--- src/rtl/keypad_pkg.sv ---
// Shared keypad definitions: FSM states, key matrix lookup and active-low pattern helpers.
// Also imported by the scanning keypad decoder.
package keypad_pkg;

  typedef enum logic [1:0] {
    IDLE,
    BOUNCE,
    HOLD,
    GAP
  } state_e;

  typedef struct packed {
    logic [1:0] col_idx;
    logic [1:0] row_idx;
  } key_pos_t;

  localparam logic [3:0] ROW_IDLE = 4'b1111;

  // Matrix layout, col index -> rows 0..3:
  //   col0: 1 4 7 0 | col1: 2 5 8 F | col2: 3 6 9 E | col3: A B C D
  function automatic key_pos_t key_pos(input logic [3:0] code);
    key_pos_t p;
    p = '0;
    case (code)
      4'h1: p = '{col_idx: 2'd0, row_idx: 2'd0};
      4'h4: p = '{col_idx: 2'd0, row_idx: 2'd1};
      4'h7: p = '{col_idx: 2'd0, row_idx: 2'd2};
      4'h0: p = '{col_idx: 2'd0, row_idx: 2'd3};
      4'h2: p = '{col_idx: 2'd1, row_idx: 2'd0};
      4'h5: p = '{col_idx: 2'd1, row_idx: 2'd1};
      4'h8: p = '{col_idx: 2'd1, row_idx: 2'd2};
      4'hF: p = '{col_idx: 2'd1, row_idx: 2'd3};
      4'h3: p = '{col_idx: 2'd2, row_idx: 2'd0};
      4'h6: p = '{col_idx: 2'd2, row_idx: 2'd1};
      4'h9: p = '{col_idx: 2'd2, row_idx: 2'd2};
      4'hE: p = '{col_idx: 2'd2, row_idx: 2'd3};
      4'hA: p = '{col_idx: 2'd3, row_idx: 2'd0};
      4'hB: p = '{col_idx: 2'd3, row_idx: 2'd1};
      4'hC: p = '{col_idx: 2'd3, row_idx: 2'd2};
      4'hD: p = '{col_idx: 2'd3, row_idx: 2'd3};
      default: p = '0;
    endcase
    return p;
  endfunction

  // Index 0 maps to the MSB being low (0111), index 3 to the LSB (1110).
  function automatic logic [3:0] idx_to_pat(input logic [1:0] idx);
    logic [3:0] onehot;
    onehot = 4'b1000 >> idx;
    return ~onehot;
  endfunction

endpackage

--- src/rtl/keypad_emulator.sv ---
// 4x4 matrix keypad emulator: answers the scanner's active-low column drive with the
// active-low row of one requested key, with optional contact bounce, hold and release gap.
module keypad_emulator
  import keypad_pkg::*;
#(
  parameter int unsigned HOLD_CYC     = 3_000_000,
  parameter int unsigned GAP_CYC      = 2_000_000,
  parameter int unsigned BOUNCE_EDGES = 0,
  parameter int unsigned BOUNCE_CYC   = 50_000
) (
  input  logic       clk,
  input  logic       rst_n,
  input  logic       key_valid,
  input  logic [3:0] key_code,
  output logic       key_ready,
  input  logic       abort,
  input  logic [3:0] col,
  output logic [3:0] row,
  output logic       pressed,
  output logic       done
);

  localparam int unsigned MAX_HG  = (HOLD_CYC > GAP_CYC) ? HOLD_CYC : GAP_CYC;
  localparam int unsigned MAX_CYC = (MAX_HG > BOUNCE_CYC) ? MAX_HG : BOUNCE_CYC;
  localparam int unsigned CW      = $clog2(MAX_CYC + 1);

  localparam logic [CW-1:0] HOLD_LD   = CW'(HOLD_CYC - 1);
  localparam logic [CW-1:0] GAP_LD    = CW'(GAP_CYC - 1);
  localparam logic [CW-1:0] BOUNCE_LD = CW'(BOUNCE_CYC - 1);
  localparam logic [CW-1:0] CNT_ONE   = CW'(1);
  localparam logic [7:0]    BOUNCE_N  = 8'(BOUNCE_EDGES);
  localparam logic          HOLD_ONE  = (HOLD_CYC == 1);

  state_e          r_state;
  logic [CW-1:0]   r_cnt;
  logic [7:0]      r_bcnt;
  logic [3:0]      r_code;
  logic            r_contact;
  logic            r_done;
  logic [3:0]      r_row;

  logic            w_accept;
  logic            w_cnt_zero;
  logic [7:0]      w_bcnt_inc;
  logic            w_last_bounce;
  logic            w_contact_nxt;
  logic [3:0]      w_code_nxt;
  key_pos_t        w_pos;
  logic [3:0]      w_col_pat;
  logic [3:0]      w_row_pat;

  assign key_ready     = (r_state == IDLE) && !abort;
  assign w_accept      = key_valid && key_ready;
  assign w_cnt_zero    = (r_cnt == '0);
  assign w_bcnt_inc    = r_bcnt + 8'd1;
  assign w_last_bounce = (w_bcnt_inc == BOUNCE_N);

  // Next contact value is shared by the FSM and the row register so that row
  // never asserts on a cycle where pressed is low (toggles, abort, acceptance).
  always_comb begin
    w_contact_nxt = 1'b0;
    case (r_state)
      IDLE:    w_contact_nxt = w_accept;
      BOUNCE: begin
        if (!abort) begin
          w_contact_nxt = w_cnt_zero ? (w_last_bounce || !r_contact) : r_contact;
        end
      end
      HOLD:    w_contact_nxt = !abort && !w_cnt_zero;
      default: w_contact_nxt = 1'b0;
    endcase
  end

  assign w_code_nxt = w_accept ? key_code : r_code;
  assign w_pos      = key_pos(w_code_nxt);
  assign w_col_pat  = idx_to_pat(w_pos.col_idx);
  assign w_row_pat  = idx_to_pat(w_pos.row_idx);

  always_ff @(posedge clk or negedge rst_n) begin
    if (!rst_n) begin
      r_state   <= IDLE;
      r_cnt     <= '0;
      r_bcnt    <= '0;
      r_code    <= '0;
      r_contact <= 1'b0;
      r_done    <= 1'b0;
    end else begin
      r_contact <= w_contact_nxt;
      r_done    <= 1'b0;
      case (r_state)
        IDLE: begin
          if (w_accept) begin
            r_code <= key_code;
            r_bcnt <= '0;
            if (BOUNCE_EDGES > 0) begin
              r_state <= BOUNCE;
              r_cnt   <= BOUNCE_LD;
            end else begin
              r_state <= HOLD;
              r_cnt   <= HOLD_LD;
              r_done  <= HOLD_ONE;
            end
          end
        end
        BOUNCE: begin
          if (abort) begin
            r_state <= GAP;
            r_cnt   <= GAP_LD;
            r_bcnt  <= '0;
            r_done  <= 1'b1;
          end else if (w_cnt_zero) begin
            r_bcnt <= w_bcnt_inc;
            if (w_last_bounce) begin
              r_state <= HOLD;
              r_cnt   <= HOLD_LD;
              r_done  <= HOLD_ONE;
            end else begin
              r_cnt <= BOUNCE_LD;
            end
          end else begin
            r_cnt <= r_cnt - CNT_ONE;
          end
        end
        HOLD: begin
          if (abort) begin
            r_state <= GAP;
            r_cnt   <= GAP_LD;
            r_bcnt  <= '0;
            r_done  <= 1'b1;
          end else if (w_cnt_zero) begin
            r_state <= GAP;
            r_cnt   <= GAP_LD;
          end else begin
            r_cnt  <= r_cnt - CNT_ONE;
            r_done <= (r_cnt == CNT_ONE);
          end
        end
        GAP: begin
          if (w_cnt_zero) begin
            r_state <= IDLE;
            r_cnt   <= '0;
          end else begin
            r_cnt <= r_cnt - CNT_ONE;
          end
        end
        default: begin
          r_state <= IDLE;
          r_cnt   <= '0;
        end
      endcase
    end
  end

  always_ff @(posedge clk or negedge rst_n) begin
    if (!rst_n) begin
      r_row <= ROW_IDLE;
    end else begin
      r_row <= (w_contact_nxt && (col == w_col_pat)) ? w_row_pat : ROW_IDLE;
    end
  end

  assign row     = r_row;
  assign pressed = r_contact;
  assign done    = r_done;

endmodule
--- config.mk ---
export PLATFORM = sky130hd
export DESIGN_NAME = keypad_emulator
export DESIGN_NICKNAME = d
export VERILOG_FILES = /design/src/rtl/keypad_pkg.sv /design/src/rtl/keypad_emulator.sv
export SDC_FILE = /design/constraint.sdc
export NUM_CORES = 1
export LEC_CHECK = 0
export CAP_MARGIN = 25
export CORE_MARGIN = 2
export CORE_UTILIZATION = 25
export CTS_CLUSTER_SIZE = 20
export DETAILED_ROUTE_END_ITERATION = 16
export GPL_ROUTABILITY_DRIVEN = 0
export HOLD_SLACK_MARGIN = 0.02
export SYNTH_ARGS = -nofsm -noshare
export SYNTH_HDL_FRONTEND = slang
export SYNTH_SLANG_ARGS = --single-unit
--- constraint.sdc ---
create_clock -name clk -period 3 [get_ports clk]
set_input_delay 0.3 -clock clk [delete_from_list [all_inputs] [get_ports clk]]
set_output_delay 0.3 -clock clk [all_outputs]
set_load 0.05 [all_outputs]
==> metrics.cfg <==
[die]
die_y_microns=111.5
core_sq_mm=0.01132
initial_core_util_pct=25.50
pin_count=19
die_x_microns=111.5
fp-row-count=39
die_area_sq_mm=0.01242

[layout]
num_antenna_cells=0
synthToLayoutAreaGrowth_pct=18.29
instances_no_fill=502
layout_common_cells=43 x nor2_1, 38 x dfrtp_1, 29 x a21oi_1, 20 x nor3_1, 18 x o21ai_0
finalNetCount=380
final_common_cell=nor2_1
drive_gt1_share_pct=10.58

[clock_tree]
clock_latency_ps=290
clock-sinks=42
cts.htree.levels=2
cts_buffer_depth=2
numCtsBuffers=5
cts_root_buffer=clkbuf_16
cts_tree=built
cts_resized=0
clk_pin_slew_ps=60

[pwr]
power_density_mw_per_mm2=980.5
peakVddDrop_uv=359.3
p_leak_nw=1.381

[detailed_routing]
dr.pass1.iters=5
drc=0
drt_iter0_markers=311
viasPerCell=5.227
drtAntennaViolNets=0
num_vias=2624
avgRoutedWirePerCell_microns=14.68
drt-total-wl_mm=7.371

[yosys]
yosysWarnings=0
synth_top_area_share_pct=32.94
synthCells=339
synth.avg_cell_area_sq_um=8.515
syn_area_sq_mm=0.002887
async_flop_share_pct=100.0
yosys.area.top_type=dfrtp_1
syn-num-nets=361
ys_types=57
synth_area_leaders=dfrtp_1 33%, nor2_1 5.6%, a21oi_1 5.0%
synth_edf_count=0
synth_flop_cell=dfrtp_1
seq_area_frac_synth_pct=36.58
ys_ff_latch=42

[grt]
antenna_found_initial=0
grt_pass1_vias=2516
grt_use_total_pct=12.23
grt_max_degree=43
use_met2_pct=19.84
grt_pass1_wl_mm=12.55
grt_busiest_layer=met2
grt_overflow=0
gr-usage-met1_pct=16.29
grt_use_met3_pct=2.722

[timing]
hold_viol_final=0
slew_viol_final=0
rsz0062_at_grt=no
tightest_slew_ps=594.6
fmax_mhz=391.1
fin_crit_sh_pct=85.23
slew_headroom_pct=60.10
tns_ps=0
setup_viol=0
layout_min_cycle_time_ps=2557
finClkSkew_ps=4.443

[placed_design]
placed_cells=492
io_buffers=18
dp_hpwl_mm=5.260

[job]
drv_cap=0

[critical_path]
cp.arrival_ps=2770
critical_path_class=reg2reg
critPathRequiredTime_ps=3210
startpoint_type=flop
crit_fanout=10
critPathCaptureType=flop

[status]
status=finished, final reports clean

[hold_path]
hold_path_class=in2async

-- synthesized netlist by cell type (3+ instances only) --
master and number:
nand3_1 13, a21o_1 3, xnor2_1 5, o21a_1 6, o21ai_0 18, o22a_1 10
nor3_2 5, nor4_1 5, o31ai_1 9, and2_1 3, mux2_2 4, nand4_1 4
a21oi_1 29, nand2_1 17, clkbuf_1 8, nand2b_1 5, nor2_1 43, inv_1 11
a31oi_1 8, nor2b_1 6, dfrtp_1 38, a211oi_1 8, nor3_1 20, dfstp_2 4
buf_1 3, mux2i_1 4, ha_1 10, and3_1 5
-- repair_timing --
action,in CTS,in global routing
setup buffers,0,0
hold endpoints to repair,0,3
hold buffers,0,1
-- routing by layer --
| layer | vias up | part of all wire [%] | wire, microns |
|---|---|---|---|
| met2 | 72 | 47 | 3488 |
| met4 | 0 | 1.4 | 102 |
| met5 | - | 0 | 0 |
| met1 | 1245 | 46 | 3381 |
| li1 | 1299 | - | - |
| met3 | 8 | 5.4 | 399 |
-- report_power, final --
| group | switching (W) | internal (W) | total (W) |
|---|---|---|---|
| clock | 0.000234 | 0.000390 | 0.000624 |
| sequential | 0.000225 | 0.000750 | 0.000974 |
| combinational | 0.00103 | 0.000724 | 0.00175 |
| total | 0.00148 | 0.00186 | 0.00335 |
-- stage by stage --
step	total power (W)	util [%]	cell area [sq um]	setup slack [ps]	hold WS, ps
6_report	0.003348	30.16	3415	443.1	353.6
5_1_grt	0.003635	30.16	3415	203.9	365.7
4_1_cts	0.003356	29.90	3385	474.9	209.4
3_5_place_dp	0.002715	28.44	3219	419.4	516.4
3_3_place_gp	0.002675	28.44	3219	449.7	492.1
2_1_floorplan	0.002288	-	2887	764.5	4.409
-- flip-flops by register name, indices dropped and copies added, names as in the netlist --
signal   cells
r_cnt       22
row          4
done         1
r_bcnt       8
pressed      1
r_state      2
r_code       4
-- layout make-up --
cell class,instances,area (sq um)
clock buffers,5,125.1
clock inverters,3,40.04
fillers,1195,7906
inverters,11,41.29
multi-input cells,271,1715
flip-flops and latches,42,1056
well taps,143,178.9
repair buffers,27,257.7
-- path summary, 6_finish.rpt --
check | from | to | slack (ps) | depth (start not counted)
hold / removal | rst_n | r_bcnt[2] | 350 | 2
setup / recovery | r_cnt[8] | r_cnt[5] | 440 | 7
hold reg to reg | r_bcnt[5] | r_bcnt[5] | 530 | 1
setup reg to reg | r_cnt[8] | r_cnt[5] | 440 | 7
min in group clk | r_bcnt[5] | r_bcnt[5] | 530 | 1
max in group asynchronous | rst_n | row[0] | 2160 | 3
-- worst max-delay path, cell delays in order, from the launching register on --
cell and delay [ps]:
dfrtp_1 430, nor3_2 350, nand4_1 180, or3_1 520, a22oi_4 310, o41a_1 400, nor3_1 110, nor3_2 180
-- cells by family after synthesis --
group,Yosys count,synth area share (%)
DFF,42,36.58
muxes,8,2.947
and+or+nand+nor,139,25.10
buffers and inverters,26,3.988
xor gates and xnor gates,5,1.517
adders and majority gates,10,4.335
AOI/OAI and AO/OA,109,25.53
Note: power is estimated with default switching activity, not from simulation.
